**src/rtl/mem_arbiter.sv**
```systemverilog
// Round-robin arbiter sharing one single-port memory between the CPU and the IO engine.
// Define MEM_ARB_CPU_FIXED_PRIO_EN to make the CPU win every tie (fixed priority).

module mem_arbiter #(
    parameter int DATA_W = 16,
    parameter int ADDR_W = 16,
    parameter int RD_LAT = 1
) (
    input  logic              clk,
    input  logic              reset,
    input  logic              cpu_req,
    input  logic              cpu_we,
    input  logic [ADDR_W-1:0] cpu_addr,
    input  logic [DATA_W-1:0] cpu_wdata,
    output logic              cpu_gnt,
    output logic              cpu_rvalid,
    output logic [DATA_W-1:0] cpu_rdata,
    input  logic              io_req,
    input  logic              io_we,
    input  logic [ADDR_W-1:0] io_addr,
    input  logic [DATA_W-1:0] io_wdata,
    output logic              io_gnt,
    output logic              io_rvalid,
    output logic [DATA_W-1:0] io_rdata,
    output logic              mem_en,
    output logic              mem_we,
    output logic [ADDR_W-1:0] mem_addr,
    output logic [DATA_W-1:0] mem_wdata,
    input  logic [DATA_W-1:0] mem_rdata,
    output logic              busy
);

    typedef enum logic [1:0] {ST_IDLE, ST_ISSUE, ST_WAIT} state_t;

    localparam logic [1:0] LP_CNT_LOAD = 2'(RD_LAT - 1);

    state_t            r_state;
    logic              r_sel;          // winner of the access in flight: 0 = CPU, 1 = IO
    logic [1:0]        r_cnt;
    logic              r_mem_en;
    logic              r_mem_we;
    logic [ADDR_W-1:0] r_mem_addr;
    logic [DATA_W-1:0] r_mem_wdata;
    logic              r_cpu_gnt;
    logic              r_io_gnt;
    logic              r_cpu_rvalid;
    logic              r_io_rvalid;
    logic [DATA_W-1:0] r_cpu_rdata;
    logic [DATA_W-1:0] r_io_rdata;
    logic              r_busy;
    logic              w_any_req;
    logic              w_win_io;

    assign w_any_req = cpu_req | io_req;

`ifdef MEM_ARB_CPU_FIXED_PRIO_EN
    assign w_win_io = ~cpu_req;
`else
    logic r_prio;                      // 0 = CPU holds priority, 1 = IO holds priority
    assign w_win_io = (cpu_req & io_req) ? r_prio : io_req;
`endif

    always_ff @(posedge clk or posedge reset) begin
        if (reset) begin
            r_state      <= ST_IDLE;
            r_sel        <= 1'b0;
            r_cnt        <= 2'd0;
            r_mem_en     <= 1'b0;
            r_mem_we     <= 1'b0;
            r_mem_addr   <= '0;
            r_mem_wdata  <= '0;
            r_cpu_gnt    <= 1'b0;
            r_io_gnt     <= 1'b0;
            r_cpu_rvalid <= 1'b0;
            r_io_rvalid  <= 1'b0;
            r_cpu_rdata  <= '0;
            r_io_rdata   <= '0;
            r_busy       <= 1'b0;
`ifndef MEM_ARB_CPU_FIXED_PRIO_EN
            r_prio       <= 1'b0;
`endif
        end else begin
            r_mem_en     <= 1'b0;
            r_cpu_gnt    <= 1'b0;
            r_io_gnt     <= 1'b0;
            r_cpu_rvalid <= 1'b0;
            r_io_rvalid  <= 1'b0;
            case (r_state)
                ST_IDLE: begin
                    if (w_any_req) begin
                        r_sel       <= w_win_io;
                        r_mem_we    <= w_win_io ? io_we    : cpu_we;
                        r_mem_addr  <= w_win_io ? io_addr  : cpu_addr;
                        r_mem_wdata <= w_win_io ? io_wdata : cpu_wdata;
                        r_mem_en    <= 1'b1;
                        r_cpu_gnt   <= ~w_win_io;
                        r_io_gnt    <= w_win_io;
                        r_busy      <= 1'b1;
`ifndef MEM_ARB_CPU_FIXED_PRIO_EN
                        r_prio      <= ~w_win_io;
`endif
                        r_state     <= ST_ISSUE;
                    end
                end
                ST_ISSUE: begin
                    r_mem_we <= 1'b0;
                    if (r_mem_we) begin
                        r_busy  <= 1'b0;
                        r_state <= ST_IDLE;
                    end else begin
                        r_cnt   <= LP_CNT_LOAD;
                        r_state <= ST_WAIT;
                    end
                end
                ST_WAIT: begin
                    // Final wait cycle: memory data is valid now, present it next cycle.
                    if (r_cnt == 2'd0) begin
                        if (r_sel) begin
                            r_io_rdata  <= mem_rdata;
                            r_io_rvalid <= 1'b1;
                        end else begin
                            r_cpu_rdata  <= mem_rdata;
                            r_cpu_rvalid <= 1'b1;
                        end
                        r_busy  <= 1'b0;
                        r_state <= ST_IDLE;
                    end else begin
                        r_cnt <= r_cnt - 2'd1;
                    end
                end
                default: begin
                    r_busy  <= 1'b0;
                    r_state <= ST_IDLE;
                end
            endcase
        end
    end

    assign cpu_gnt    = r_cpu_gnt;
    assign cpu_rvalid = r_cpu_rvalid;
    assign cpu_rdata  = r_cpu_rdata;
    assign io_gnt     = r_io_gnt;
    assign io_rvalid  = r_io_rvalid;
    assign io_rdata   = r_io_rdata;
    assign mem_en     = r_mem_en;
    assign mem_we     = r_mem_we;
    assign mem_addr   = r_mem_addr;
    assign mem_wdata  = r_mem_wdata;
    assign busy       = r_busy;

endmodule

```
**config.mk**
```make
export PLATFORM = sky130hd
export DESIGN_NAME = mem_arbiter
export DESIGN_NICKNAME = d
export VERILOG_FILES = /design/src/rtl/mem_arbiter.sv
export SDC_FILE = /design/constraint.sdc
export NUM_CORES = 1
export LEC_CHECK = 0
export CAP_MARGIN = 10
export CORE_MARGIN = 2
export CORE_UTILIZATION = 42
export CTS_CLUSTER_SIZE = 28
export DETAILED_ROUTE_END_ITERATION = 7
export GPL_TIMING_DRIVEN = 0
export PLACE_DENSITY = 0.81
export SETUP_SLACK_MARGIN = 0.3
export SLEW_MARGIN = 10
export SYNTH_ARGS = -nofsm -noshare
export SYNTH_HDL_FRONTEND = slang
export SYNTH_SLANG_ARGS = --single-unit
```
**constraint.sdc**
```tcl
create_clock -name clk -period 3.4 [get_ports clk]
set_clock_uncertainty 0.2 [all_clocks]
set_input_delay 0.34 -clock clk [delete_from_list [all_inputs] [get_ports clk]]
set_output_delay 0.34 -clock clk [all_outputs]
set_load 0.01 [all_outputs]
```
**After elaboration in Yosys (flattened, before gate mapping)**

Index checks and enable logic that the tools add are counted.

- $add $sub $neg: 1
- Equality and inequality tests: 7
- Muxes and demuxes: 29
- Bitwise logic cells: 4
- Reduce and logical (&&, ||, !) cells: 11

Operators by type and width:

| cell | number |
|---|---|
| $mux 16 | 2 |
| $mux 1 | 18 |
| $reduce_and 3->1 | 4 |
| $mux 2 | 5 |
| $ne 2x2->1 const B | 5 |
| $pmux 2 s3 | 1 |
| $reduce_and 2->1 | 3 |
| $logic_not 2->1 | 2 |
| $pmux 2 s2 | 1 |
| $reduce_bool 2->1 | 2 |
| $pmux 1 s3 | 1 |
| $eq 2x1->1 const B | 1 |
| $eq 2x2->1 const B | 1 |
| $not 1->1 | 2 |
| $pmux 1 s2 | 1 |
| $sub 2x1->2 const B | 1 |
| $and 1x1->1 | 1 |
| $or 1x1->1 | 1 |

- Register bits after elaboration: 77
- Input bits: 86
- Output and inout bits: 71
- Word-level logic and storage cells: 67

**Depth between registers and ports, before layout**

- Depth after elaboration: 5
- Depth in mapped cells: 7

**Least setup slack after synthesis**

Ideal clock, no wire load.

- Kind: register to register
- Start: register r_cnt[0]
- End: register r_cpu_rdata[0], in the netlist cpu_rdata[0]
- Setup time: 125 ps
- Data arrival time: 1,492 ps
- Data required time: 3,075 ps
- Path slack: 1,583 ps
- Stages on the path, launching flop included: 6
- Buffers on the path: 1
- Cell sequence: dfrtp_1 -> inv_1 -> ha_1 -> nor3b_4 -> buf_12 -> mux2_4

- Longest elaborated chain between the ends: 2

Ends and longest elaborated chain:

| what | RTL line | RTL |
|---|---|---|
| start: declaration | 39 | `logic [1:0] r_cnt;` |
| start signal: assignment | 128 | `r_cnt <= r_cnt - 2'd1;` |
| $logic_not 2->1 | 117 | `if (r_cnt == 2'd0) begin` |
| $reduce_and 3->1 (no source line) | -- |  |
| end signal: assignment | 122 | `r_cpu_rdata <= mem_rdata;` |
| end: declaration | 48 | `logic [DATA_W-1:0] r_cpu_rdata;` |

No other way between the ends.
A chain may end at the register's enable or synchronous reset.

**Worst setup path in the final report**

- Start: register r_cnt[0]
- End: register r_cpu_rdata[5], in the netlist cpu_rdata[5]

Same word-level chain as after synthesis.

==> summary.md <==
| Metric | Value |
|---|---|
| Outcome | complete, no violations |
| CP max stage cell | nor3b_4 |
| Cells on worst reg2reg path | 5 |
| TritonCTS Sinks | 77 |
| Maximum clock frequency | 496 MHz |
| Hold_buf cts | 0 |
| Via density | 5.40 |
| Initial antenna violation count | 0 |
| Slew headroom | 66.0% |
| Data arrival, critical path | 2.04 ns |
| First-pass GRT wire length | 15.4 mm |
| Unrepaired setup endpoints after global routing | false |
| Most common cell after layout, fill and taps aside | clkdlybuf4s50_1 |
| Postcts setup bufs | 0 |
| Post-Syn Nets | ~390 |
| PortBufs | 155 |
| Flops & latches, synth | slightly below 80 |
| PwrDens | 863 mW/mm^2 |
| Iter 0 DRT Violations | 153 |
| Core Area | 0.00781 mm^2 |
| WS Path Type | reg2reg |
| Commonest non-fill, non-tap cells in the layout | clkdlybuf4s50_1 (155), dfrtp_1 (77), o21ai_0 (35), a21oi_1 (35), a31oi_1 (34) |
| Ys flop type | dfrtp_1 |
| Starting Density | 44.0% |
| Number of synthesized flops with an enable pin | 0 |
| Crit-path cells | inv_1 > ha_1 > nor3b_4 > buf_12 > mux2_4 |
| Synthesized area | 0.00343 mm^2 |
| Vias in the first global route | around 3200 |
| Minimum clock period | between 2 and 2.5 ns |
| DRT Pass-1 Iters | 4 |
| Sequential Power Share | around a third |
| Final hold viol count | 0 |
| RD Place Congestion | 0.828 |
| Critical path's largest stage delay | 0.47 ns |
| Fin crit share | 59.3% |
| Final ANT Viol Nets | 0 |
| Die Y | 94.4 um |
| Int Pwr | 3020 uW |
| Clock root cell | clkbuf_8 |
| Number of buffers created by CTS | 9 |
| LEAKAGE | 0.00215 uW |
| Die width | 94.4 um |
| Syn Inst Count | 306 |
| Least-Margin Pin Slew | between 0.5 and 0.6 ns |
| Post-DP HPWL | 7.26 mm |
| Post-route DRC | 0 |
| FFs w/ async S/R, synth | 100% |
| Power share of the combinational group | 50.8% |
| Setup TNS | 0 ns |
| R2R Path Start | r_cnt[0]$_DFFE_PP0P_ |
| Slew Limit Fails | 0 |
| Switch Pwr | around 1600 uW |
| Vias | 3127 |
| Slack of the critical path | 1.38 ns |
| Area growth syn-to-layout | 55.0% |
| Antenna cells | 0 |
| Die footprint | ~0.0089 mm^2 |
| Max Cap Viol | 0 |
| # IOs | roughly 160 |
| Overall global routing resource usage | 22.3% |
| Final nets | 561 |
| H-tree Lvls | 3 |
| Crit start category | register |
| Post-synthesis average cell area | 11.2 um^2 |
| Clk slew on worst S/H paths | roughly 0.07 ns |
| Total grt overflow | 0 |
| Crit-path max FO | 10 |
| Insertion delay to the later sink of the worst-skew pair | roughly 0.33 ns |
| Pin count of the biggest net entering global routing | 57 |
| Flop-to-flop setup slack | 1.38 ns |
| WL final | 9.76 mm |
| PostCTS Resize Cnt | 0 |
| Worst path required time | between 3 and 4 ns |
| Layout cells sized above 1 | 13.6% |
| Synth cell types | 32 |
| Row count | 32 |
| Clk pwr share | 14.1% |
| Sequential share of the synthesized area | 56.1% |
| Cell count after placement | 564 |
| CTS tree | done |
| Crit. End Element | register |
| Reg-to-reg endpoint | cpu_rdata[5]$_DFFE_PP0P_ |
| Clk buf depth | 2 |
| Yosys warns | 0 |
| Worst Hold Class | in2async |
| Setup WS pre-CTS | between 1 and 1.5 ns |
| Wirelength per Cell | 16.9 um |
| Net Sw Frac | 34.2% |
| Peak VDD IR | roughly 0.34 mV |
| Setup Viol. Count Final | 0 |
| Final Instance Count excl. Fillers | between 500 and 600 |
## logic make-up (layout without fill, tap and decap cells)
family	after synthesis	after routing	share of synthesized area [%]
AO/OA/AOI/OAI	110	110	17.9
adder cells (fa/ha/maj)	2	2	0.729
buffers and inverters	37	208	5.69
flip-flops	77	77	56.1
multiplexers	32	32	11.5
AND/OR/NAND/NOR	48	48	8.09
## layer usage
metal  routed length (um)  track usage [%]  vias to the layer above
met5                    0                0                        -
met3                  875             5.11                       10
met4                  131             8.57                        0
met1                 4060             28.4                     1512
li1                     -                -                     1451
met2                 4690             37.3                      154
## critical path: cells and delay by family, from the launching register on
family | cells | cell delay, ns
adders and majority gates | 1 | 0.21
DFF | 1 | 0.39
buffers and inverters | 2 | 0.32
and+or+nand+nor | 1 | 0.47
muxes | 1 | 0.30
## cells in the mapped netlist (2+ instances only)
library cell,n,area (um^2)
buf_6,4,45.0
dfrtp_1,77,1930
nor2b_1,2,12.5
clkbuf_1,17,63.8
ha_1,2,25.0
mux2_4,9,135
a21oi_1,35,175
a31oi_1,34,213
o21ai_0,35,175
inv_1,8,30.0
buf_2,5,25.0
mux2_2,23,259
nor2_1,3,11.3
nand3_1,33,165
a2bb2oi_1,2,17.5
## area by class of cell
| class | instances | area [um^2] |
|---|---|---|
| buffer | 28 | 161 |
| clock buffer | 10 | 128 |
| clock inverter | 5 | 52.6 |
| fill | 599 | 2490 |
| inverter | 9 | 36.3 |
| multi-input combinational | 192 | 1310 |
| sequential | 77 | 1930 |
| tap | 102 | 128 |
| timing repair buffer | 156 | 1580 |
## per-stage QoR
| step | hold WS, ns | power, uW | util, % | instance area [um^2] |
|---|---|---|---|---|
| finish | 0.117 | 4590 | 68.2 | 5320 |
| global route | 0.133 | 4890 | 68.2 | 5320 |
| CTS | 0.111 | 4630 | 68.2 | 5320 |
| detailed placement | 0.294 | 3970 | 65.8 | 5140 |
| global placement | 0.282 | 3900 | 65.5 | 5110 |
| floorplan | 0.264 | 2750 | - | 3430 |
## how the worst max path moves through the flow
stage,start,endpoint,slack [ns]
2_1_floorplan,reset,busy$_DFFE_PP0P_,0.89
3_3_place_gp,reset,mem_wdata[4]$_DFFE_PP0P_,-0.32
3_5_place_dp,cpu_req,mem_addr[14]$_DFFE_PP0P_,1.06
4_1_cts,r_cnt[0]$_DFFE_PP0P_,cpu_rdata[5]$_DFFE_PP0P_,1.37
5_1_grt,cpu_req,mem_addr[15]$_DFFE_PP0P_,1.24
6_report,r_cnt[0]$_DFFE_PP0P_,cpu_rdata[5]$_DFFE_PP0P_,1.38
## sequential cells by signal, summed over array words and instances, names as in the netlist, 2 cells and up
name and count:
cpu_rdata 16, mem_wdata 16, io_rdata 16, mem_addr 16
r_state 2, r_cnt 2
## power groups by stage
stage               Sequential, uW  Clock, uW  Combinational [uW]
floorplan                     1800          0                 947
global placement              1600          0                2290
detailed placement            1630          0                2340
CTS                           1620        663                2350
global route                  1670        704                2520
finish                        1610        646                2330
No activity file was read; power rests on OpenSTA's default activity.
